### src/rtl/regfile_mp_bypass.sv
// Multi-read-port register file with same-cycle write bypass
// and a per-register busy scoreboard for RAW hazard detection.
//
// Ports:
//   clk, rst         clock (rising edge), async active-high reset
//   rd_addr/rd_data  NUM_RD packed read ports (combinational)
//   rd_busy          per read port: address has an outstanding reservation
//   wr_en/addr/data  single synchronous write port
//   resv_en/addr     reserve a destination register (mark busy)
//   flush            synchronous clear of every busy bit
//   busy_cnt         registered count of busy registers
module regfile_mp_bypass #(
    parameter int DATA_W   = 32,
    parameter int ADDR_W   = 5,
    parameter int NUM_RD   = 2,
    parameter int ZERO_REG = 1,
    parameter int BYPASS   = 1
) (
    input  logic                     clk,
    input  logic                     rst,
    input  logic [NUM_RD*ADDR_W-1:0] rd_addr,
    output logic [NUM_RD*DATA_W-1:0] rd_data,
    output logic [NUM_RD-1:0]        rd_busy,
    input  logic                     wr_en,
    input  logic [ADDR_W-1:0]        wr_addr,
    input  logic [DATA_W-1:0]        wr_data,
    input  logic                     resv_en,
    input  logic [ADDR_W-1:0]        resv_addr,
    input  logic                     flush,
    output logic [ADDR_W:0]          busy_cnt
);

    localparam int DEPTH = 1 << ADDR_W;

    logic [DATA_W-1:0] r_mem [DEPTH];
    logic [DEPTH-1:0]  r_busy;
    logic [DEPTH-1:0]  w_busy_nxt;
    logic [ADDR_W:0]   r_cnt;
    logic [ADDR_W:0]   w_cnt_nxt;
    logic              w_wr_ok;
    logic              w_resv_ok;

    // Register 0 swallows writes and reservations when hardwired.
    assign w_wr_ok   = wr_en && !(ZERO_REG != 0 && wr_addr == '0);
    assign w_resv_ok = resv_en && !(ZERO_REG != 0 && resv_addr == '0);

    always_ff @(posedge clk or posedge rst) begin
        if (rst) begin
            for (int i = 0; i < DEPTH; i++) begin
                r_mem[i] <= '0;
            end
        end else if (w_wr_ok) begin
            r_mem[wr_addr] <= wr_data;
        end
    end

    // Clear first, then set: a same-address reserve beats the
    // writeback clear because the new producer is still in flight.
    always_comb begin
        w_busy_nxt = r_busy;
        if (flush) begin
            w_busy_nxt = '0;
        end else begin
            if (w_wr_ok) begin
                w_busy_nxt[wr_addr] = 1'b0;
            end
            if (w_resv_ok) begin
                w_busy_nxt[resv_addr] = 1'b1;
            end
        end
    end

    always_comb begin
        w_cnt_nxt = '0;
        for (int i = 0; i < DEPTH; i++) begin
            w_cnt_nxt = w_cnt_nxt + {{ADDR_W{1'b0}}, w_busy_nxt[i]};
        end
    end

    always_ff @(posedge clk or posedge rst) begin
        if (rst) begin
            r_busy <= '0;
            r_cnt  <= '0;
        end else begin
            r_busy <= w_busy_nxt;
            r_cnt  <= w_cnt_nxt;
        end
    end

    assign busy_cnt = r_cnt;

    for (genvar g = 0; g < NUM_RD; g++) begin : g_rd
        logic [ADDR_W-1:0] w_ra;
        logic              w_zero;
        logic              w_hit;
        logic              w_resv_same;

        assign w_ra        = rd_addr[g*ADDR_W +: ADDR_W];
        assign w_zero      = (ZERO_REG != 0) && (w_ra == '0);
        // Bypass is suppressed in reset so reads show the cleared array.
        assign w_hit       = (BYPASS != 0) && !rst && w_wr_ok
                             && (wr_addr == w_ra);
        assign w_resv_same = resv_en && (resv_addr == w_ra);

        assign rd_data[g*DATA_W +: DATA_W] =
            w_zero ? '0 : (w_hit ? wr_data : r_mem[w_ra]);

        // A writeback landing this cycle resolves the hazard early,
        // unless a new producer claims the same register right now.
        assign rd_busy[g] = r_busy[w_ra] && !(w_hit && !w_resv_same);
    end

endmodule

### config.mk
export PLATFORM = sky130hd
export DESIGN_NAME = regfile_mp_bypass
export DESIGN_NICKNAME = d
export VERILOG_FILES = /design/src/rtl/regfile_mp_bypass.sv
export SDC_FILE = /design/constraint.sdc
export NUM_CORES = 2
export LEC_CHECK = 0
export BUFFER_PORTS_ARGS = -buffer_cell sky130_fd_sc_hd__clkbuf_2
export CAP_MARGIN = 20
export CORE_ASPECT_RATIO = 1.1
export CORE_MARGIN = 2
export CORE_UTILIZATION = 30
export DETAILED_ROUTE_END_ITERATION = 8
export PLACE_DENSITY = 0.48
export SETUP_SLACK_MARGIN = 0.3
export SKIP_CTS_REPAIR_TIMING = 1
export SYNTH_ARGS = -nofsm -noshare
export SYNTH_HDL_FRONTEND = slang
export SYNTH_SLANG_ARGS = --single-unit
### constraint.sdc
create_clock -name clk -period 78.2 [get_ports clk]
set_input_delay 15.64 -clock clk [delete_from_list [all_inputs] [get_ports clk]]
set_output_delay 15.64 -clock clk [all_outputs]
set_load 0.03 [all_outputs]
==> impl_results.rst <==
.. list-table::
   :header-rows: 1

   * - Metric
     - Value
   * - Final estimated routing congestion in global placement
     - 0.820
   * - Max IR drop VDD
     - 0.0000184 V
   * - Vias in the first global route
     - just over 40,000
   * - Row Count
     - 167
   * - Number of top-level pins
     - roughly 130
   * - RSZ-0062 raised after global routing
     - false
   * - Lkg Pwr
     - ~0.027 uW
   * - Final design utilization
     - 0.337
   * - Number of H-tree levels
     - 3
   * - Worst Path Class, Setup
     - in2out
   * - Startpoint class of the critical path
     - input port
   * - Area Growth Syn to Fin
     - 11.4%
   * - Routed WL
     - roughly 210,000 um
   * - Overflow left after global routing
     - 0
   * - Fill cell count
     - approximately 19,000
   * - Detailed placer's ending HPWL
     - 121,000 um
   * - Synthesized instance count
     - between 4,000 and 5,000
   * - Maximum fanout along the worst path
     - 69
   * - Setup total negative slack
     - 0 ns
   * - Class of the tightest hold or removal check
     - reg2reg
   * - Max Root-Sink Buffers
     - 3
   * - Global-route usage over all layers
     - 0.217
   * - Maxcap violations
     - 0
   * - Max-Slew Margin vs Limit
     - 0.201
   * - Final critical-path required period
     - 35.82 ns
   * - Clock sink count
     - 1,062
   * - Number of DRC markers in iteration 0
     - 3,378
   * - Slew at the pin with the worst max-slew slack
     - 1.20 ns
   * - Most used flip-flop cell after synthesis
     - sky130_fd_sc_hd__dfrtp_1
   * - CP endpoint kind
     - output port
   * - Wire length of the first global-routing pass
     - 305,000 um
   * - Maximum number of pins on one net before global-route repair
     - 118
   * - Width of the chip
     - 419 um
   * - Number of endpoints failing setup at the final stage
     - 0
   * - TritonCTS clock tree
     - done
   * - Average wire length per cell after detail routing
     - 29.8 um
   * - Critical path arrival
     - 20.18 ns
   * - Status
     - complete, no violations
   * - DRT antenna net count
     - 0
   * - CTS Root Buffer Type
     - sky130_fd_sc_hd__clkbuf_16
   * - Most frequent standard cell in the layout excluding fill and tap cells
     - sky130_fd_sc_hd__dfrtp_1
   * - # nets final
     - 4,530
   * - Area of the die
     - 193,000 um^2
   * - Synthesized netlist net count
     - about 4,700
   * - Layout cells sized above 1
     - 0.331
   * - Via Count
     - 39,700
   * - Initial core utilization
     - 0.302
   * - Portion of the clock cycle consumed by the worst path in the final layout
     - 0.458
   * - Timing-limited maximum frequency
     - 0.0279 GHz
   * - Number of max-slew violations in the final report
     - 0
   * - Number of buffers inserted by port buffering
     - 128
   * - Pwr dens
     - 25.4 nW/um^2
   * - Post-synthesis register bit count
     - 1,062
   * - Async set or reset register ratio after synthesis
     - 1.00
   * - Clock insertion delay at the later pin of the skew report
     - 0.74 ns
   * - Core Footprint
     - 188,000 um^2
   * - Number of enable flip-flop cells after synthesis
     - 0
   * - Number of endpoints with negative hold slack in the final report
     - 0
   * - Most used cells in the layout excluding fill and tap cells
     - sky130_fd_sc_hd__dfrtp_1, sky130_fd_sc_hd__mux2_2, sky130_fd_sc_hd__o21ai_0
   * - Setup WS post-layout
     - roughly 42 ns
   * - Post-Route Skew
     - 0.0129 ns
   * - Clk slew on worst S/H paths
     - approximately 0.06 ns
   * - WP data required
     - 62.56 ns
   * - Synthesized area divided by synthesized cell count
     - 12.4 um^2
   * - Area of the mapped netlist
     - 57,000 um^2
   * - Sequential fraction of the synthesis area
     - 0.467
   * - Number of design rule violations left after detail routing
     - 0
   * - Die height
     - 461 um
   * - DP Worst Slack
     - 42.40 ns
   * - Router iterations before antenna repair
     - 5
   * - Detailed-route vias per instance
     - 5.61
   * - Synthesis Warnings
     - 0
   * - Total CTS buffers
     - 111
   * - Count of cell types in the netlist
     - 52
   * - Antenna violations before repair
     - 12
==> worst paths after layout <==
| path | start | end | slack [ns] | cells after the start |
|---|---|---|---|---|
| min | r_mem[997]$_DFFE_PP0P_ | r_mem[997]$_DFFE_PP0P_ | 0.40 | 0 |
| min reg2reg | r_mem[997]$_DFFE_PP0P_ | r_mem[997]$_DFFE_PP0P_ | 0.40 | 0 |
| max reg2reg | r_busy[3]$_DFF_PP0_ | busy_cnt[4]$_DFF_PP0_ | 73.24 | 17 |
| min in group asynchronous | rst | r_busy[2]$_DFF_PP0_ | 15.08 | 2 |
| max | rd_addr[0] | rd_data[27] | 42.38 | 9 |
| max in group asynchronous | rst | r_mem[194]$_DFFE_PP0P_ | 59.15 | 6 |
==> state kept, by name, summed over array words and instances (netlist names) <==
register  flops
r_mem      1024
r_busy       32
busy_cnt      6
==> critical path, stage by stage <==
cell and delay, ns:
sky130_fd_sc_hd__buf_8 0.41, sky130_fd_sc_hd__buf_4 0.72, sky130_fd_sc_hd__buf_12 0.48, sky130_fd_sc_hd__buf_4 0.77, sky130_fd_sc_hd__mux2i_1 0.16, sky130_fd_sc_hd__a221o_1 0.38, sky130_fd_sc_hd__nor3_1 0.62, sky130_fd_sc_hd__o221a_2 0.40
sky130_fd_sc_hd__clkbuf_2 0.23
==> synthesized netlist by cell type, types with 4 or more instances <==
| master | count | area, um^2 |
|---|---|---|
| sky130_fd_sc_hd__dfrtp_1 | 1062 | 26600 |
| sky130_fd_sc_hd__mux2_2 | 571 | 6430 |
| sky130_fd_sc_hd__nand2_1 | 532 | 2000 |
| sky130_fd_sc_hd__o21ai_0 | 528 | 2640 |
| sky130_fd_sc_hd__mux4_2 | 404 | 9100 |
| sky130_fd_sc_hd__clkbuf_1 | 284 | 1070 |
| sky130_fd_sc_hd__mux2i_1 | 192 | 1920 |
| sky130_fd_sc_hd__nor2_1 | 125 | 469 |
| sky130_fd_sc_hd__buf_2 | 120 | 601 |
| sky130_fd_sc_hd__o22ai_1 | 94 | 588 |
| sky130_fd_sc_hd__inv_1 | 75 | 282 |
| sky130_fd_sc_hd__nor3_1 | 68 | 340 |
| sky130_fd_sc_hd__o211ai_1 | 63 | 473 |
| sky130_fd_sc_hd__buf_4 | 52 | 390 |
| sky130_fd_sc_hd__a22oi_1 | 40 | 300 |
| sky130_fd_sc_hd__a221oi_1 | 35 | 307 |
| sky130_fd_sc_hd__o221ai_1 | 33 | 289 |
| sky130_fd_sc_hd__o22a_1 | 33 | 289 |
| sky130_fd_sc_hd__a221o_1 | 31 | 310 |
| sky130_fd_sc_hd__o221a_2 | 31 | 349 |
| sky130_fd_sc_hd__a221oi_2 | 28 | 420 |
| sky130_fd_sc_hd__fa_1 | 24 | 480 |
| sky130_fd_sc_hd__a21oi_1 | 20 | 100 |
| sky130_fd_sc_hd__a21o_1 | 19 | 143 |
| sky130_fd_sc_hd__buf_6 | 19 | 214 |
| sky130_fd_sc_hd__xor2_1 | 16 | 140 |
| sky130_fd_sc_hd__buf_1 | 9 | 33.8 |
| sky130_fd_sc_hd__mux2_1 | 9 | 101 |
| sky130_fd_sc_hd__nand2b_1 | 9 | 56.3 |
| sky130_fd_sc_hd__ha_1 | 7 | 87.6 |
| sky130_fd_sc_hd__xnor2_1 | 7 | 61.3 |
| sky130_fd_sc_hd__nor3b_1 | 6 | 45.0 |
| sky130_fd_sc_hd__buf_8 | 5 | 75.1 |
| sky130_fd_sc_hd__nor2b_1 | 5 | 31.3 |
| sky130_fd_sc_hd__and3b_1 | 4 | 35.0 |
| sky130_fd_sc_hd__nor2_2 | 4 | 25.0 |
==> stage by stage <==
step	cell area [um^2]	power, uW	hold WS (ns)	cells
finish	63500	1610	0.400	7071
detailed placement	59500	1040	0.388	6863
global route	63500	1690	0.412	7069
CTS	63500	1620	0.402	7066
floorplan	57000	951	0.449	4591
global placement	59500	1040	0.384	6862
==> cell type report <==
class	count	area [um^2]	area share
timing repair buffer	227	1490	0.0235
inverter	75	289	0.00455
clock inverter	34	499	0.00787
tap	2535	3170	0.0500
multi-input combinational	2965	28000	0.441
antenna	4	10.0	0.000158
clock buffer	169	3430	0.0540
sequential	1062	26600	0.419
==> logic make-up after synthesis <==
logic type | synth area share
mux | 0.308
flops | 0.467
compound gates | 0.110
simple gates | 0.0551
buf+inv | 0.0467
fa+ha+maj | 0.00997
xor+xnor | 0.00354
==> power by group <==
group | leakage (uW) | internal (uW) | switching [uW] | total [uW]
clock | 0.00195 | 340 | 238 | 579
sequential | 0.0137 | 648 | 71.5 | 720
combinational | 0.0114 | 162 | 155 | 317
==> layer usage <==
metal,vias to the layer above,share of wire,track usage,routed length [um]
li1,16800,-,-,-
met1,21200,0.42,0.282,88500
met2,1259,0.48,0.359,101000
met3,409,0.057,0.0380,12000
met4,18,0.042,0.0868,8760
met5,-,0.00057,0,119
Power figures use the tool's default switching activity.
